--- config.mk ---
export PLATFORM = sky130hd
export DESIGN_NAME = binary_search_controller
export DESIGN_NICKNAME = d
export VERILOG_FILES = /design/src/rtl/binary_search_controller.sv
export SDC_FILE = /design/constraint.sdc
export NUM_CORES = 1
export LEC_CHECK = 0
export BUFFER_PORTS_ARGS = -buffer_cell sky130_fd_sc_hd__clkbuf_2
export CAP_MARGIN = 15
export CORE_MARGIN = 3
export CORE_UTILIZATION = 55
export CTS_CLUSTER_SIZE = 25
export DETAILED_ROUTE_END_ITERATION = 16
export PLACE_DENSITY_LB_ADDON = 0.12
export REMOVE_ABC_BUFFERS = 1
export SLEW_MARGIN = 20
export SYNTH_ARGS = -nofsm -noshare
export SYNTH_HDL_FRONTEND = slang
export SYNTH_SLANG_ARGS = --single-unit
--- constraint.sdc ---
create_clock -name Clk -period 3.53 [get_ports Clk]
set_input_delay 0.1765 -clock Clk [delete_from_list [all_inputs] [get_ports Clk]]
set_output_delay 0.1765 -clock Clk [all_outputs]
set_load 0.005 [all_outputs]
--- src/rtl/binary_search_controller.sv ---
// Binary search controller: walks a 4-bit probe toward the reference value
// using greater/equal/less flags from an external comparator stage.
// One probe is evaluated per clock while searching.
// Optional build macro BINARY_SEARCH_ONEHOT_CHECK_EN: when defined, a
// comparator pattern other than exactly one of G/E/L high aborts the search
// with Error; when undefined, E beats G beats L, and an all-low pattern
// re-probes the same value.

module binary_search_controller (
  input  logic       Clk,
  input  logic       Reset_n,
  input  logic       Start,
  input  logic       G,
  input  logic       E,
  input  logic       L,
  output logic [3:0] ComparisonInput,
  output logic       Busy,
  output logic       Done,
  output logic       Error,
  output logic [3:0] Result,
  output logic [2:0] Steps
);

  typedef enum logic [1:0] {
    IDLE    = 2'd0,
    COMPARE = 2'd1,
    DONE    = 2'd2,
    ERROR   = 2'd3
  } SearchState;

  localparam logic [3:0] LowInit    = 4'd0;
  localparam logic [3:0] HighInit   = 4'd15;
  localparam logic [3:0] FirstProbe = 4'd7;

  SearchState state;
  SearchState stateNext;

  logic [3:0] lowReg;
  logic [3:0] highReg;
  logic [3:0] lowNext;
  logic [3:0] highNext;
  logic [3:0] probeNext;
  logic [3:0] resultNext;
  logic [2:0] stepsNext;

  logic       patternBad;
  logic       eHit;
  logic       gHit;
  logic       lHit;

  logic [4:0] raisedLow;
  logic [3:0] loweredHigh;

  // Midpoint of the window; the sum is kept 5 bits wide so 15+15 cannot wrap.
  function automatic logic [3:0] midpoint(input logic [3:0] lo, input logic [3:0] hi);
    return 4'(({1'b0, lo} + {1'b0, hi}) >> 1);
  endfunction

  // Candidate window edges if the current probe is moved past. raisedLow is
  // one bit wider so that probe 15 shows up as 16 and never wraps to 0.
  assign raisedLow   = {1'b0, ComparisonInput} + 5'd1;
  assign loweredHigh = ComparisonInput - 4'd1;

  // Reduce the comparator flags to one decision for this probe.
  always_comb begin
    patternBad = 1'b0;
    eHit       = 1'b0;
    gHit       = 1'b0;
    lHit       = 1'b0;
`ifdef BINARY_SEARCH_ONEHOT_CHECK_EN
    patternBad = !({G, E, L} inside {3'b100, 3'b010, 3'b001});
    eHit       = E && !patternBad;
    gHit       = G && !patternBad;
    lHit       = L && !patternBad;
`else
    eHit       = E;
    gHit       = G && !E;
    lHit       = L && !E && !G;
`endif
  end

  // Next-state and datapath decisions; every register holds unless changed.
  always_comb begin
    stateNext  = state;
    lowNext    = lowReg;
    highNext   = highReg;
    probeNext  = ComparisonInput;
    resultNext = Result;
    stepsNext  = Steps;

    case (state)
      COMPARE: begin
        stepsNext = Steps + 3'd1;
        if (patternBad) begin
          stateNext = ERROR;
        end else if (eHit) begin
          resultNext = ComparisonInput;
          stateNext  = DONE;
        end else if (gHit) begin
          if ((ComparisonInput == 4'd15) || (raisedLow > {1'b0, highReg})) begin
            stateNext = ERROR;
          end else begin
            lowNext   = raisedLow[3:0];
            probeNext = midpoint(raisedLow[3:0], highReg);
          end
        end else if (lHit) begin
          if ((ComparisonInput == 4'd0) || (lowReg > loweredHigh)) begin
            stateNext = ERROR;
          end else begin
            highNext  = loweredHigh;
            probeNext = midpoint(lowReg, loweredHigh);
          end
        end
        // No flag at all: window untouched, the same probe is tried again.
      end

      default: begin
        // IDLE, DONE and ERROR all accept a fresh request.
        if (Start) begin
          stateNext = COMPARE;
          lowNext   = LowInit;
          highNext  = HighInit;
          stepsNext = 3'd0;
          probeNext = FirstProbe;
        end
      end
    endcase
  end

  // State register.
  always_ff @(posedge Clk or negedge Reset_n) begin
    if (!Reset_n) begin
      state <= IDLE;
    end else begin
      state <= stateNext;
    end
  end

  // Search window, probe, result and probe counter registers.
  always_ff @(posedge Clk or negedge Reset_n) begin
    if (!Reset_n) begin
      lowReg          <= LowInit;
      highReg         <= HighInit;
      ComparisonInput <= 4'd0;
      Result          <= 4'd0;
      Steps           <= 3'd0;
    end else begin
      lowReg          <= lowNext;
      highReg         <= highNext;
      ComparisonInput <= probeNext;
      Result          <= resultNext;
      Steps           <= stepsNext;
    end
  end

  // Status flags come straight from flops so G/E/L never reach an output combinationally.
  always_ff @(posedge Clk or negedge Reset_n) begin
    if (!Reset_n) begin
      Busy  <= 1'b0;
      Done  <= 1'b0;
      Error <= 1'b0;
    end else begin
      Busy  <= (stateNext == COMPARE);
      Done  <= (stateNext == DONE);
      Error <= (stateNext == ERROR);
    end
  end

endmodule

# == Yosys cells after proc, flatten, opt, wreduce, memory -nomap -nowiden ==
# Index checks and enable logic that the tools add are counted.
# op_classes
addsub,5
order_cmp,2
eq_ne,14
muxes,27
n_reduce_logical,13
# op_table
op,count
$mux 4,18
$mux 2,7
$ne 2x2->1 const B,6
$add 4x4->5,2
$reduce_and 5->1,2
$ne 3x3->1 const B,3
$mux 3,2
$add 4x1->5 const B,1
$gt 5x4->1,1
$eq 2x1->1 const B,2
$eq 2x2->1 const B,2
$eq 4x4->1 const B,1
$gt 4x4->1,1
$logic_not 4->1,1
$reduce_and 4->1,1
$sub 4x1->4 const B,1
$add 3x1->3 const B,1
$logic_and 1x1->1,3
$logic_not 1->1,2
$logic_or 1x1->1,2
$reduce_and 2->1,1
$reduce_bool 2->1,1
# totals
reg_bits,24
word_cells,70

# == Logic depth before layout (Yosys ltp) ==
# Gate-level depths: netlist (run 1).
# depth
word_depth,9
mapped_depth,11
ltp_nobuf,11

# == Worst setup path before layout (run 1) ==
# Ideal clock, no wire load.
# synth_timing
path_type,register to register
from,register ComparisonInput[0]
to,register ComparisonInput[3]
setup_time_ns,0.130
t_arrival_ns,2.552
t_required_ns,3.400
path_slack_ns,0.849
path_stages_with_launch,10
path_buffers,0
period_less_slack_ns,2.681
cell_sequence,dfrtp_1 inv_1 ha_1 ha_1 nand2_1 or4_1 or3_1 o21ai_4 nor2_4 mux2i_1
# synth_between
elab_chain_cells,7
elab_cells_between_ends,19
cone_classes,4 x add/sub; 2 x order compare; 3 x eq/ne; 6 x mux; 4 x reduce/logical
# synth_rtl
element,line_no,source
from (decl),16,"output logic [3:0] ComparisonInput,"
from (signal assigned),150,ComparisonInput <= probeNext;
$sub 4x1->4,62,assign loweredHigh = ComparisonInput - 4'd1;
$add 4x4->5,56,"return 4'(({1'b0, lo} + {1'b0, hi}) >> 1);"
$mux 4,107,if ((ComparisonInput == 4'd0) || (lowReg > loweredHigh)) begin
$mux 4,106,end else if (lHit) begin
$mux 4,99,end else if (gHit) begin
$mux 4,96,end else if (eHit) begin
$mux 4,91,case (state)
# Parallel ways exist; a longest one is shown, timed or not. The select of a mux whose other input is x is not followed.
# A chain may end at the register's enable or synchronous reset.

# == Worst setup path after layout (run 1) ==
# layout_timing
from,register ComparisonInput[0]
to,register Busy
# layout_between
elab_chain_cells,9
elab_cells_between_ends,15
cone_classes,2 x add/sub; 2 x order compare; 2 x eq/ne; 6 x mux; 3 x reduce/logical
# layout_rtl
element,line_no,source
$sub 4x1->4,62,
$gt 4x4->1,107,
$logic_or 1x1->1,107,
$mux 2,107,
$mux 2,106,
$mux 2 (*),99,
$mux 2 (*),96,
$mux 2 (*),91,
$eq 2x1->1 (*),163,Busy <= (stateNext == COMPARE);
to (signal assigned),163,
to (decl),17,"output logic Busy,"
# Every way passes the cells marked *; elsewhere a longest branch is shown, timed or not.

==> reports/metrics.cfg, run 1 <==
[run_status]
status=finished, final reports clean

[yosys]
async_reset_ff_share_pct=100
syn_area_per_cell_um2=9.85
yosys.area.top_type=dfrtp_1
yosysMostFrequentCell=dfrtp_1
ys_seq_area_share_pct=36.8
synth_edf_count=0
ys_warn_count=0
synth.distinct_cells=42
synth_area_um2=1650
synth_seq_cells=24
syn_inst=167
ys_top_cells_by_area=dfrtp_1 30%, ha_1 14%, dfstp_2 6.4%
yosys-top-cells-count=20 x dfrtp_1, 18 x ha_1, 16 x nand2_1
ys.flop_type=dfrtp_1
netlist.area_leader.share_pct=30.4

[hold_path]
holdPathStages=2
hold_end=state[0]
hold_path_class=in -> reg
min_from=Start

[setup_path]
critical_path_class=reg -> reg
start_kind=flop
end_kind=flop
worstReg2RegEnd=Busy
worstRegToRegCells=10
crit_start=ComparisonInput[0]
r2r_slack_ps=450
cpPeakStageDelay_ps=600
required_ps=3760
critPathArrivalTime_ps=3310
cpMaxStageDelayCell=dfrtp_1
critPathMaxFanout=11
rr_startpoint=ComparisonInput[0]
crit_chain=inv_1, ha_1, inv_1, ha_1, o21bai_1, a21oi_1, o311ai_2, nor3b_1, nor3_1, a21o_1

[placement]
pre_cts_slack_ps=468
port_buffers=19
place.gp.congestion=0.833
dp_hpwl_mm=2.69

[grt]
grt_max_degree=25
overflow=0
grtUsageTotal_pct=20.6
grt_antenna_before_repair=0
grt_pass1_wl_mm=5.62
first_global_vias=1221

[sta]
timing.hold.ws_ps=127
fmax_ghz=0.325
setup_viol=0
tightest_slew_ps=609
fin_skew_ps=9.82
setup_tns_ps=0
finalCriticalPeriod_ps=3080
worst_slack_ps=452
final_max_slew_viol_count=0
fin_crit_sh_pct=87.2
max_slew_margin_pct=59.4
hold_viol=0
rsz0062_at_grt=false

[clocking]
clock_path_buffers=2
cts_sinks=24
cts_tree=done
cts-root-buf=clkbuf_4
clock_latency_ps=320
clkTransAtPathRegs_ps=140
cts_buffers=3
cts_max_level=1

[power_and_ir_drop]
p_int_mw=0.920
p_leak_nw=0.908
switching_share_pct=43.8
power.density_nw_per_um2=902
power_frac_seq_pct=31.4
combPwrFrac_pct=56.3
ir_worst_vdd_uv=439
power_switching_mw=0.717
p_clk_share_pct=12.3

[detailed_routing]
drtIter0Drc=64
drc_errors=0
wl_mm=3.48
vias_per_cell=5.77
final_antenna_net_count=0
dr_total_vias=1253
dr.pass1.iters=4
wire_per_inst_um=16.0

[final_layout]
post-route-util_pct=64.7
num_antenna_cells=0
drive_above_1_share_pct=18.8
area_growth_pct=10.3
nNetsFinal=213

[floorplanning]
rows=19
fp.dieArea_um2=3680
boundaryPins=20
die_x_um=60.7
die_y_um=60.7
core_area_um2=2810
initial_utilization_pct=58.7

[flow_run]
cap_violations=0

per-stage QoR:
stage / instances / power [mW] / cell area (µm²)
floorplan: 162 / 1.17 / 1620
finish: 217 / 1.64 / 1810
global placement: 212 / 1.42 / 1750
CTS: 217 / 1.64 / 1810
detailed placement: 212 / 1.44 / 1750
global route: 217 / 1.81 / 1810
layer usage:
| layer | track usage, % | vias up | share of wire [%] |
|---|---|---|---|
| li1 | - | 613 | - |
| met1 | 28.5 | 588 | 46 |
| met2 | 33.3 | 46 | 47 |
| met3 | 2.77 | 6 | 5.0 |
| met4 | 7.12 | 0 | 1.9 |
| met5 | 0 | - | 0 |
worst max-delay path by stage:
stage,end,cells past startpoint
CTS,Busy,10
finish,Busy,10
global route,ComparisonInput[3],9
detailed placement,Busy,10
floorplan,ComparisonInput[3],9
global placement,Busy,10
cell usage in the layout, fill, tap and decap left out, types with 3 or more instances in the layout:
cell	netlist	routed
inv_1	13	13
o31ai_1	4	4
o21ai_1	4	4
dfstp_2	4	4
mux2i_1	6	6
a21oi_1	11	11
ha_1	18	18
nor2b_1	3	3
o21ai_0	6	6
nor3_1	6	6
nand2_1	16	16
xor2_1	3	3
xnor2_1	5	5
clkbuf_4	0	3
o21bai_1	3	3
nand2b_1	4	4
clkbuf_2	0	19
dfrtp_1	20	20
nor2_1	6	6
state kept, by name, summed over array words and instances, names as in the netlist:
name             cells
ComparisonInput      4
highReg              4
Done                 1
Error                1
Result               4
Steps                3
lowReg               4
state                2
Busy                 1
logic make-up after synthesis:
kind of cell / after synthesis / synth area share (%)
and+or+nand+nor: 52 / 18.0
AOI/OAI and AO/OA: 36 / 14.5
DFF: 24 / 36.8
adders and majority gates: 21 / 16.7
buffers and inverters: 18 / 4.64
xor gates and xnor gates: 8 / 4.26
muxes: 8 / 5.02
power by group through the flow:
stage | Sequential, mW | Combinational (mW) | Clock, mW
6_report | 0.514 | 0.922 | 0.201
5_1_grt | 0.532 | 1.05 | 0.219
4_1_cts | 0.511 | 0.927 | 0.205
3_5_place_dp | 0.518 | 0.921 | 0
3_3_place_gp | 0.512 | 0.909 | 0
2_1_floorplan | 0.494 | 0.675 | 0
area by class of cell:
cell class / count / area [µm²]
Clock inverter: 1 / 30.0
Fill cell: 231 / 991
Tap cell: 31 / 38.8
Clock buffer: 3 / 22.5
Sequential cell: 24 / 606
Timing Repair Buffer: 20 / 105
Multi-Input combinational cell: 125 / 963
Inverter: 13 / 48.8
repair_timing:
action / 4_1_cts / 5_1_grt
resized for setup: 0 / 0
endpoints found under the hold margin: 20 / 0
buffers inserted: 0 / 0
hold buffers: 1 / 0
critical path: cells and delay by family, from the launching register on:
family | cells | cell delay (ps)
compound gates | 4 | 770
fa+ha+maj | 2 | 840
buf+inv | 2 | 340
flops | 1 | 600
simple gates | 2 | 440
Note: power is estimated with default switching activity, not from simulation.
==> run 2: changes to the inputs <==
--- a/config.mk
+++ b/config.mk
@@ -8,12 +8,12 @@
 export BUFFER_PORTS_ARGS = -buffer_cell sky130_fd_sc_hd__clkbuf_2
 export CAP_MARGIN = 15
 export CORE_MARGIN = 3
-export CORE_UTILIZATION = 55
+export CORE_UTILIZATION = 50
 export CTS_CLUSTER_SIZE = 25
 export DETAILED_ROUTE_END_ITERATION = 16
 export PLACE_DENSITY_LB_ADDON = 0.12
 export REMOVE_ABC_BUFFERS = 1
-export SLEW_MARGIN = 20
+export SLEW_MARGIN = 10
 export SYNTH_ARGS = -nofsm -noshare
 export SYNTH_HDL_FRONTEND = slang
 export SYNTH_SLANG_ARGS = --single-unit
==> run 2 against run 1 <==
  * Wire length increased by 6.0%
  * Largest cell class unchanged
  * Critical path depth decreased by 1
  * Clock power about the same
  * Total power increased by 1.5%
  * Via count about the same
  * Largest power group unchanged
  * Sequential power decreased by 1%
  * Worst setup slack improved by 50 ps
  * Non-clock buffer count increased by 2
  * Maximum frequency increased by 1.6%
  * Worst hold slack improved by 11 ps
  * Highest routed layer unchanged
  * Cell area increased by 1.7%
  * Flip-flop and latch count unchanged
==> reports/metrics.cfg, run 2 (synthesis gave the netlist of run 1 again) <==
[final_layout]
drive_above_1_share_pct=19.7  ; was 18.8%
layout.cells.non_filler=232  ; was 217
multi_input_area_um2=963  ; unchanged
ff_latch_area_um2=606  ; unchanged
final_common_cell=dfrtp_1  ; unchanged
nNetsFinal=215  ; was 213
layout_common_cells=20 x dfrtp_1, 19 x clkbuf_2, 18 x ha_1  ; unchanged
fill_cells=299  ; was 231
num_antenna_cells=0  ; unchanged
area_growth_pct=12.2  ; was 10.3%

[placement]
dp_cells=227  ; was 212
place.gp.congestion=0.948  ; was 0.833
pre_cts_slack_ps=518  ; was 468 ps
dp_hpwl_mm=2.83  ; was 2.69 mm
port_buffers=19  ; unchanged

[setup_path]
rr_startpoint=ComparisonInput[0]  ; unchanged
cpMaxStageDelayCell=dfrtp_1  ; unchanged
start_kind=flop  ; unchanged
critPathArrivalTime_ps=3280  ; was 3310 ps
critical_path_class=reg -> reg  ; unchanged
critPathBufInv=1  ; was 2
crit_start=ComparisonInput[0]  ; unchanged
crit_chain=inv_1, ha_1, ha_1, nand2_1, or4_1, or3_1, o21ai_4, nor2_4, mux2i_1  ; was inv_1, ha_1, inv_1, ha_1, o21bai_1, a21oi_1, o311ai_2, nor3b_1, nor3_1, a21o_1
required_ps=3790  ; was 3760 ps
critPathMaxFanout=11  ; unchanged
end_kind=flop  ; unchanged
crit_top_cell=ha_1
cpPeakStageDelay_ps=560  ; was 600 ps
critPathTopFamily=simple AND/OR/NAND/NOR gates  ; was adder cells

[sta]
rsz0062_at_grt=false  ; unchanged
tightest_slew_ps=609  ; about the same
finalCriticalPeriod_ps=3030  ; was 3080 ps
max_slew_margin_pct=59.4  ; about the same
fin_skew_ps=6.82  ; was 9.82 ps
setup_viol=0  ; unchanged
final_max_slew_viol_count=0  ; unchanged
fmax_ghz=0.330  ; was 0.325 GHz
fin_crit_sh_pct=85.8  ; was 87.2%
hold_viol=0  ; unchanged
worst_slack_ps=502  ; was 452 ps
setup_tns_ps=0  ; unchanged

[floorplanning]
fp.dieArea_um2=4020  ; was 3680 µm²
core_area_um2=3100  ; was 2810 µm²
boundaryPins=20  ; unchanged
initial_utilization_pct=53.0  ; was 58.7%
die_x_um=63.4  ; was 60.7 µm
rows=20  ; was 19
die_y_um=63.4  ; was 60.7 µm

[grt]
grt_max_degree=25  ; unchanged
grt_antenna_before_repair=0  ; unchanged
grt_pass1_wl_mm=6.13  ; was 5.62 mm
overflow=0  ; unchanged
first_global_vias=1273  ; was 1221
grtUsageTotal_pct=19.6  ; was 20.6%

[detailed_routing]
dr_total_vias=1254  ; was 1253
drtIter0Drc=41  ; was 64
dr.pass1.iters=4  ; unchanged
wire_per_inst_um=15.9  ; was 16.0 µm
vias_per_cell=5.41  ; was 5.77
drc_errors=0  ; unchanged
wl_mm=3.69  ; was 3.48 mm
final_antenna_net_count=0  ; unchanged

[clocking]
cts_buffers=3  ; unchanged
cts-root-buf=clkbuf_4  ; unchanged
clock_latency_ps=320  ; about the same
cts_sinks=24  ; unchanged
cts_max_level=1  ; unchanged
cts_tree=done  ; unchanged
cts_resized=0  ; unchanged
clock_path_buffers=2  ; unchanged
clkTransAtPathRegs_ps=140  ; about the same

[hold_path]
min_from=Start  ; unchanged
hold_path_class=in -> reg  ; unchanged

[power_and_ir_drop]
power.density_nw_per_um2=900  ; was 902 nW/µm²
ir_worst_vdd_uv=437  ; was 439 µV
p_leak_nw=0.917  ; was 0.908 nW
totalPowerFinal_mw=1.66  ; was 1.64 mW

[run_status]
status=finished, final reports clean  ; unchanged

[flow_run]
cap_violations=0  ; unchanged

run 2: routing by layer:
layer  wire length (µm)  track usage (%)  up-vias
met3                166             2.85        4
met2               1710             31.4       31
li1                   -                -      619
met5                  0                0        -
met4                 47             5.93        0
met1               1770             27.5      600
run 2: cell type report:
class | count | share of cell area [%]
inverter | 13 | 2.64
clock buffer | 3 | 1.22
tap | 44 | 2.98
clock inverter | 1 | 1.63
timing repair buffer | 22 | 6.51
multi-input combinational | 125 | 52.2
sequential | 24 | 32.8
run 2: final timing paths:
kind                                       to  slack, ps  cells past startpoint
setup / recovery           ComparisonInput[1]        500                      9
hold / removal                       state[0]        140                      2
setup reg to reg           ComparisonInput[1]        500                      9
hold reg to reg                     Result[1]        500                      2
max in group asynchronous           lowReg[3]       2760                      2
min in group asynchronous  ComparisonInput[2]        370                      2
run 2: power breakdown:
group / internal [mW] / switching [mW] / leakage (nW)
Clock: 0.115 / 0.0896 / 0.0279
Combinational: 0.420 / 0.530 / 0.602
Sequential: 0.391 / 0.116 / 0.287
Total: 0.926 / 0.736 / 0.917
run 2: repair_timing:
item / 4_1_cts / 5_1_grt
setup buffers: 0 / 0
endpoints found under the hold margin: 20 / 0
hold buffers: 1 / 0
run 2: through the flow:
stage	util, %	hold slack (ps)	area (µm²)
2_1_floorplan	-	-119	1620
3_3_place_gp	57.5	204	1780
5_1_grt	59.5	127	1850
6_report	59.5	139	1850
4_1_cts	59.5	126	1850
3_5_place_dp	57.5	221	1780
